### config.mk
export PLATFORM = sky130hd
export DESIGN_NAME = mul_arb_seq
export DESIGN_NICKNAME = d
export VERILOG_FILES = /design/src/rtl/mul_arb_pkg.sv /design/src/rtl/mul_arb_seq_rr_arb2.sv /design/src/rtl/mul_arb_seq.sv
export SDC_FILE = /design/constraint.sdc
export NUM_CORES = 1
export LEC_CHECK = 0
export CAP_MARGIN = 15
export CORE_MARGIN = 4
export CORE_UTILIZATION = 41
export DETAILED_ROUTE_END_ITERATION = 6
export PLACE_DENSITY = 0.94
export RECOVER_POWER = 25
export SYNTH_ARGS = -nofsm -noshare
export SYNTH_HDL_FRONTEND = slang
export SYNTH_SLANG_ARGS = --single-unit
### constraint.sdc
create_clock -name clk -period 11.17 [get_ports clk]
set_input_delay 2.234 -clock clk [delete_from_list [all_inputs] [get_ports clk]]
set_output_delay 2.234 -clock clk [all_outputs]
set_load 0.005 [all_outputs]
### src/rtl/mul_arb_pkg.sv
// Shared types and constants for the two-requester multiplier arbiter.
// Holds the FSM state encoding, requester count and default cell latency.
package mul_arb_pkg;

  localparam int NUM_REQ         = 2;
  localparam int DEF_MUL_LATENCY = 1;
  localparam int CNT_W           = 3;

  typedef enum logic [1:0] {
    IDLE = 2'd0,
    BUSY = 2'd1,
    RESP = 2'd2
  } state_t;

endpackage

### src/rtl/mul_arb_seq_rr_arb2.sv
// Two-way round-robin grant: on contention the requester
// not granted last wins; a lone requester always wins.
module rr_arb2
  import mul_arb_pkg::*;
(
  input  logic [NUM_REQ-1:0] req,
  input  logic               last,
  output logic [NUM_REQ-1:0] grant
);

  always_comb begin
    grant = '0;
    unique case (1'b1)
      (req[0] && (!req[1] || last)):  grant = 2'b01;
      (req[1] && (!req[0] || !last)): grant = 2'b10;
      default:                        grant = '0;
    endcase
  end

endmodule

### src/rtl/mul_arb_seq.sv
// Round-robin front end sharing one external multiplier cell.
// Optional op_count flops: `define MUL_ARB_PERF_CNT_EN.
module mul_arb_seq
  import mul_arb_pkg::*;
#(
  parameter int MUL_LATENCY = DEF_MUL_LATENCY,
  parameter int DATA_W      = 32
) (
  input  logic                      clk,
  input  logic                      reset,
  input  logic [NUM_REQ-1:0]        req_valid,
  output logic [NUM_REQ-1:0]        req_ready,
  input  logic [NUM_REQ*DATA_W-1:0] req_src1,
  input  logic [NUM_REQ*DATA_W-1:0] req_src2,
  output logic [NUM_REQ-1:0]        rsp_valid,
  input  logic [NUM_REQ-1:0]        rsp_ready,
  output logic [DATA_W-1:0]         rsp_data,
  output logic [DATA_W-1:0]         mul_src1,
  output logic [DATA_W-1:0]         mul_src2,
  input  logic [DATA_W-1:0]         mul_cell_result,
  output logic [31:0]               op_count
);

  state_t             state;
  state_t             state_nxt;
  logic               last_grant;
  logic               grant_idx;
  logic [CNT_W-1:0]   cnt;
  logic [NUM_REQ-1:0] grant;
  logic               accept;
  logic               capture;
  logic               rsp_hs;
  logic               new_idx;

  rr_arb2 u_arb (
    .req   (req_valid),
    .last  (last_grant),
    .grant (grant)
  );

  assign new_idx = grant[1];
  assign accept  = (state == IDLE) && (grant != '0);
  assign capture = (state == BUSY) && (cnt == '0);
  assign rsp_hs  = (state == RESP) && rsp_ready[grant_idx];

  always_comb begin
    state_nxt = state;
    req_ready = '0;
    rsp_valid = '0;
    unique case (state)
      IDLE: begin
        if (!reset) req_ready = grant;
        if (accept) state_nxt = BUSY;
      end
      BUSY: begin
        if (capture) state_nxt = RESP;
      end
      RESP: begin
        rsp_valid[grant_idx] = 1'b1;
        if (rsp_hs) state_nxt = IDLE;
      end
      default: state_nxt = IDLE;
    endcase
  end

  // cnt covers the cell latency after the operand register lands;
  // the cell output is sampled once it has run down to zero.
  always_ff @(posedge clk or posedge reset) begin
    if (reset) begin
      state      <= IDLE;
      last_grant <= 1'b1;
      grant_idx  <= 1'b0;
      cnt        <= '0;
      mul_src1   <= '0;
      mul_src2   <= '0;
      rsp_data   <= '0;
    end else begin
      state <= state_nxt;
      if (accept) begin
        last_grant <= new_idx;
        grant_idx  <= new_idx;
        cnt        <= CNT_W'(MUL_LATENCY);
        mul_src1   <= new_idx ? req_src1[2*DATA_W-1:DATA_W]
                              : req_src1[DATA_W-1:0];
        mul_src2   <= new_idx ? req_src2[2*DATA_W-1:DATA_W]
                              : req_src2[DATA_W-1:0];
      end else if ((state == BUSY) && (cnt != '0)) begin
        cnt <= cnt - CNT_W'(1);
      end
      if (capture) rsp_data <= mul_cell_result;
    end
  end

`ifdef MUL_ARB_PERF_CNT_EN
  logic [31:0] op_count_q;

  always_ff @(posedge clk or posedge reset) begin
    if (reset) begin
      op_count_q <= '0;
    end else if (rsp_hs) begin
      op_count_q <= op_count_q + 32'd1;
    end
  end

  assign op_count = op_count_q;
`else
  assign op_count = '0;
`endif

endmodule
==> impl_metrics.prom <==
# TYPE chip_impl_metric gauge
chip_impl_metric{name="syn-cell-area",unit="um2"} 4890
chip_impl_metric{name="fmax",unit="MHz"} 125
chip_impl_metric{name="setup_tns",unit="ns"} 0
chip_impl_metric{name="drive_above_1_share",unit=""} 0.0850
chip_impl_metric{name="detailroute.via_count",unit=""} 4233
chip_impl_metric{name="first_global_vias",unit=""} 4482
chip_impl_metric{name="fp-row-count",unit=""} 39
chip_impl_metric{name="synth-seq-area-share",unit=""} 0.528
chip_impl_metric{name="clock_latency",unit="ns"} 0.34
chip_impl_info{name="timing.critical_path.from_type",value="primary input"} 1
chip_impl_metric{name="critical_path.max_stage_delay",unit="ns"} 1.74
chip_impl_metric{name="grt_pass1_wl",unit="um"} 22800
chip_impl_info{name="grt_setup_unrepaired",value="false"} 1
chip_impl_metric{name="die_h",unit="um"} 117
chip_impl_metric{name="place_ws",unit="ns"} 4.40
chip_impl_metric{name="areaGrowthSynthToFinish",unit="%"} 58.5
chip_impl_metric{name="critical_path_arrival",unit="ns"} 5.76
chip_impl_metric{name="floorplan.die_area",unit="um2"} 13700
chip_impl_info{name="crit_chain",value="dlygate4sd3_1, clkinvlp_2, and3_1, clkdlybuf4s50_1"} 1
chip_impl_metric{name="power_per_cell_area",unit="nW/um2"} 246
chip_impl_metric{name="maxSlewViolCount",unit=""} 55
chip_impl_metric{name="wirelength",unit="um"} 15300
chip_impl_metric{name="die_width",unit="um"} 117
chip_impl_info{name="status",value="finished with violations"} 1
chip_impl_metric{name="layout.filler_cells",unit=""} 865
chip_impl_metric{name="global_route_congestion_overflow_total",unit=""} 0
chip_impl_metric{name="critPathMaxFanout",unit=""} 54
chip_impl_metric{name="synth_enable_flop_cells",unit=""} 0
chip_impl_metric{name="peakVddDrop",unit="uV"} 162
chip_impl_info{name="holdCritPathClass",value="register to register"} 1
chip_impl_metric{name="final.setup_skew",unit="ns"} 0.00843
chip_impl_metric{name="detailed_place_hpwl",unit="um"} 11600
chip_impl_metric{name="numPortBuffers",unit=""} 265
chip_impl_metric{name="synthesis.instances",unit=""} 429
chip_impl_metric{name="p_leak",unit="nW"} 3.22
chip_impl_metric{name="synth_async_sr_flop_share",unit=""} 1.00
chip_impl_metric{name="core_area",unit="um2"} 11600
chip_impl_info{name="synth_flop_cell",value="sky130_fd_sc_hd__dfrtp_1"} 1
chip_impl_metric{name="max_cap_violations",unit=""} 1
chip_impl_metric{name="syn_avg_cell_area",unit="um2"} 11.4
chip_impl_info{name="failed_checks",value="capacitance limit, slew limit"} 1
chip_impl_metric{name="slew-limit-headroom",unit=""} -0.554
chip_impl_metric{name="dr.pass1.iters",unit=""} 4
chip_impl_metric{name="drt_first_iter_violations",unit=""} 250
chip_impl_info{name="type_of_element_capturing_the_critical_path",value="output pin"} 1
chip_impl_metric{name="yosys_warnings",unit=""} 0
chip_impl_metric{name="setup_ws",unit="ns"} 3.17
chip_impl_metric{name="final-setup-viol-count",unit=""} 0
chip_impl_metric{name="post-layout-total-power",unit="mW"} 1.90
chip_impl_metric{name="initial_core_util",unit=""} 0.423
chip_impl_metric{name="antenna-diode-count",unit=""} 0
chip_impl_metric{name="htreeDepth",unit=""} 3
chip_impl_metric{name="detail-route-antenna-nets",unit=""} 0
chip_impl_metric{name="cts-root-to-sink-buffers",unit=""} 2
chip_impl_metric{name="grt_antenna_before_repair",unit=""} 0
chip_impl_metric{name="synth.distinct_cells",unit=""} 30
chip_impl_metric{name="yosys_register_bits",unit=""} 103
chip_impl_metric{name="final_net_count",unit=""} 845
chip_impl_metric{name="route.detailed.wl_per_inst",unit="um"} 18.5
chip_impl_metric{name="worst-endpoint-required",unit="ns"} 8.94
chip_impl_info{name="setup.worst_path.class",value="primary input to output pin"} 1
chip_impl_metric{name="worst_setup_hold_path_clk_slew",unit="ns"} 0.07
chip_impl_info{name="critPathSlowestCell",value="sky130_fd_sc_hd__clkinvlp_2"} 1
chip_impl_info{name="cts_tree",value="done"} 1
chip_impl_metric{name="io_pins",unit=""} 298
chip_impl_info{name="cts.root.buffer_cell",value="sky130_fd_sc_hd__clkbuf_16"} 1
chip_impl_metric{name="worst-slew-pin-transition",unit="ns"} 2.32
chip_impl_metric{name="postCtsResizedCells",unit=""} 0
chip_impl_metric{name="finalCritPeriodShare",unit=""} 0.716
chip_impl_metric{name="postCtsSetupRepairBufs",unit=""} 0
chip_impl_metric{name="grt_start_max_net_pins",unit=""} 69
chip_impl_metric{name="cts_hold_buf",unit=""} 0
chip_impl_metric{name="via_density",unit=""} 5.13
chip_impl_metric{name="drc",unit=""} 0
chip_impl_metric{name="gp_congestion",unit=""} 0.798
chip_impl_metric{name="cts.sinks",unit=""} 103
chip_impl_metric{name="cts_buffers",unit=""} 9
chip_impl_metric{name="finalWorstPathRequiredPeriod",unit="ns"} 8.00
chip_impl_metric{name="globalRouteTotalUtil",unit=""} 0.215
chip_impl_metric{name="hold_viol_final",unit=""} 0
-- where the power goes --
group	switching, mW	leakage (nW)	internal [mW]
Sequential	0.111	1.17	0.565
Clock	0.134	0.142	0.173
Combinational	0.391	1.91	0.529
Total	0.636	3.22	1.27
-- state kept, by name (all words and copies together), names as in the netlist --
signal	flops
state	2
last_grant	1
rsp_data	32
cnt	3
mul_src2	32
mul_src1	32
grant_idx	1
-- synth_stat cells, types with 2 or more instances --
| library cell | count | area, um2 |
|---|---|---|
| sky130_fd_sc_hd__a21oi_1 | 130 | 651 |
| sky130_fd_sc_hd__buf_2 | 9 | 45.0 |
| sky130_fd_sc_hd__buf_4 | 43 | 323 |
| sky130_fd_sc_hd__buf_6 | 2 | 22.5 |
| sky130_fd_sc_hd__clkbuf_1 | 10 | 37.5 |
| sky130_fd_sc_hd__dfrtp_1 | 102 | 2550 |
| sky130_fd_sc_hd__ha_1 | 2 | 25.0 |
| sky130_fd_sc_hd__inv_1 | 6 | 22.5 |
| sky130_fd_sc_hd__mux2_1 | 2 | 22.5 |
| sky130_fd_sc_hd__mux2_2 | 31 | 349 |
| sky130_fd_sc_hd__mux2i_1 | 64 | 641 |
| sky130_fd_sc_hd__nand2_1 | 2 | 7.51 |
| sky130_fd_sc_hd__nand2b_1 | 3 | 18.8 |
| sky130_fd_sc_hd__nand3_1 | 2 | 10.0 |
| sky130_fd_sc_hd__nor2_1 | 2 | 7.51 |
| sky130_fd_sc_hd__nor2_2 | 2 | 12.5 |
| sky130_fd_sc_hd__nor2b_1 | 2 | 12.5 |
| sky130_fd_sc_hd__o21ai_0 | 3 | 15.0 |
-- layer usage --
layer	routed length (um)	part of all wire	track usage
met5	0	0	0
met4	335	0.022	0.0696
met3	1170	0.077	0.0596
met2	8480	0.56	0.404
met1	5260	0.35	0.232
-- kinds of logic after synthesis --
logic type | count (synthesis) | synth area share
buffers and inverters | 70 | 0.0921
adder cells (fa/ha/maj) | 2 | 0.00512
flip-flops | 103 | 0.528
AO/OA/AOI/OAI | 140 | 0.149
AND/OR/NAND/NOR | 16 | 0.0184
multiplexers | 97 | 0.207
other | 1 | 0.000767
-- worst max-delay path, delay by kind of cell --
family / cells / cell delay, ns
buf+inv: 3 / 2.75
simple gates: 1 / 0.75
-- cell type report --
| cell class | count | area, um2 | share of cell area |
|---|---|---|---|
| repair buffers | 270 | 2690 | 0.347 |
| inverters | 6 | 23.8 | 0.00307 |
| clock buffers | 10 | 229 | 0.0295 |
| flip-flops and latches | 103 | 2580 | 0.333 |
| multi-input cells | 287 | 1990 | 0.257 |
| clock inverters | 6 | 61.3 | 0.00791 |
| well taps | 143 | 179 | 0.0231 |
-- stage by stage --
step | util | instances | area [um2] | hold slack, ns
2_1_floorplan | - | 460 | 5000 | 0.483
3_3_place_gp | 0.645 | 809 | 7460 | 0.478
3_5_place_dp | 0.645 | 809 | 7460 | 0.482
4_1_cts | 0.670 | 825 | 7750 | 0.498
5_1_grt | 0.670 | 825 | 7750 | 0.525
6_report | 0.670 | 825 | 7750 | 0.494
-- path summary, 6_finish.rpt --
kind                                     startpoint                        to  slack [ns]  depth (start not counted)
setup / recovery                              reset              req_ready[1]        3.17                          4
hold / removal             rsp_data[13]$_DFFE_PP0P_  rsp_data[13]$_DFFE_PP0P_        0.49                          1
setup reg to reg               state[0]$_DFFE_PP0P_   mul_src1[8]$_DFFE_PP0P_        8.80                          4
hold reg to reg            rsp_data[13]$_DFFE_PP0P_  rsp_data[13]$_DFFE_PP0P_        0.49                          1
max in group asynchronous                     reset   mul_src2[5]$_DFFE_PP0P_        6.71                          3
min in group asynchronous                     reset  rsp_data[13]$_DFFE_PP0P_        2.97                          2
-- layout by cell type (no fill, tap or decap), types with 3 or more instances in the layout --
| master | n |
|---|---|
| sky130_fd_sc_hd__clkbuf_16 | 9 |
| sky130_fd_sc_hd__mux2i_1 | 64 |
| sky130_fd_sc_hd__a21oi_1 | 130 |
| sky130_fd_sc_hd__buf_4 | 5 |
| sky130_fd_sc_hd__nand2b_1 | 3 |
| sky130_fd_sc_hd__conb_1 | 32 |
| sky130_fd_sc_hd__clkdlybuf4s50_1 | 230 |
| sky130_fd_sc_hd__dfrtp_1 | 102 |
| sky130_fd_sc_hd__o21ai_0 | 3 |
| sky130_fd_sc_hd__dlygate4sd3_1 | 35 |
| sky130_fd_sc_hd__mux2_2 | 31 |
| sky130_fd_sc_hd__inv_1 | 5 |
| sky130_fd_sc_hd__clkinv_2 | 3 |
Power figures use the tool's default switching activity.
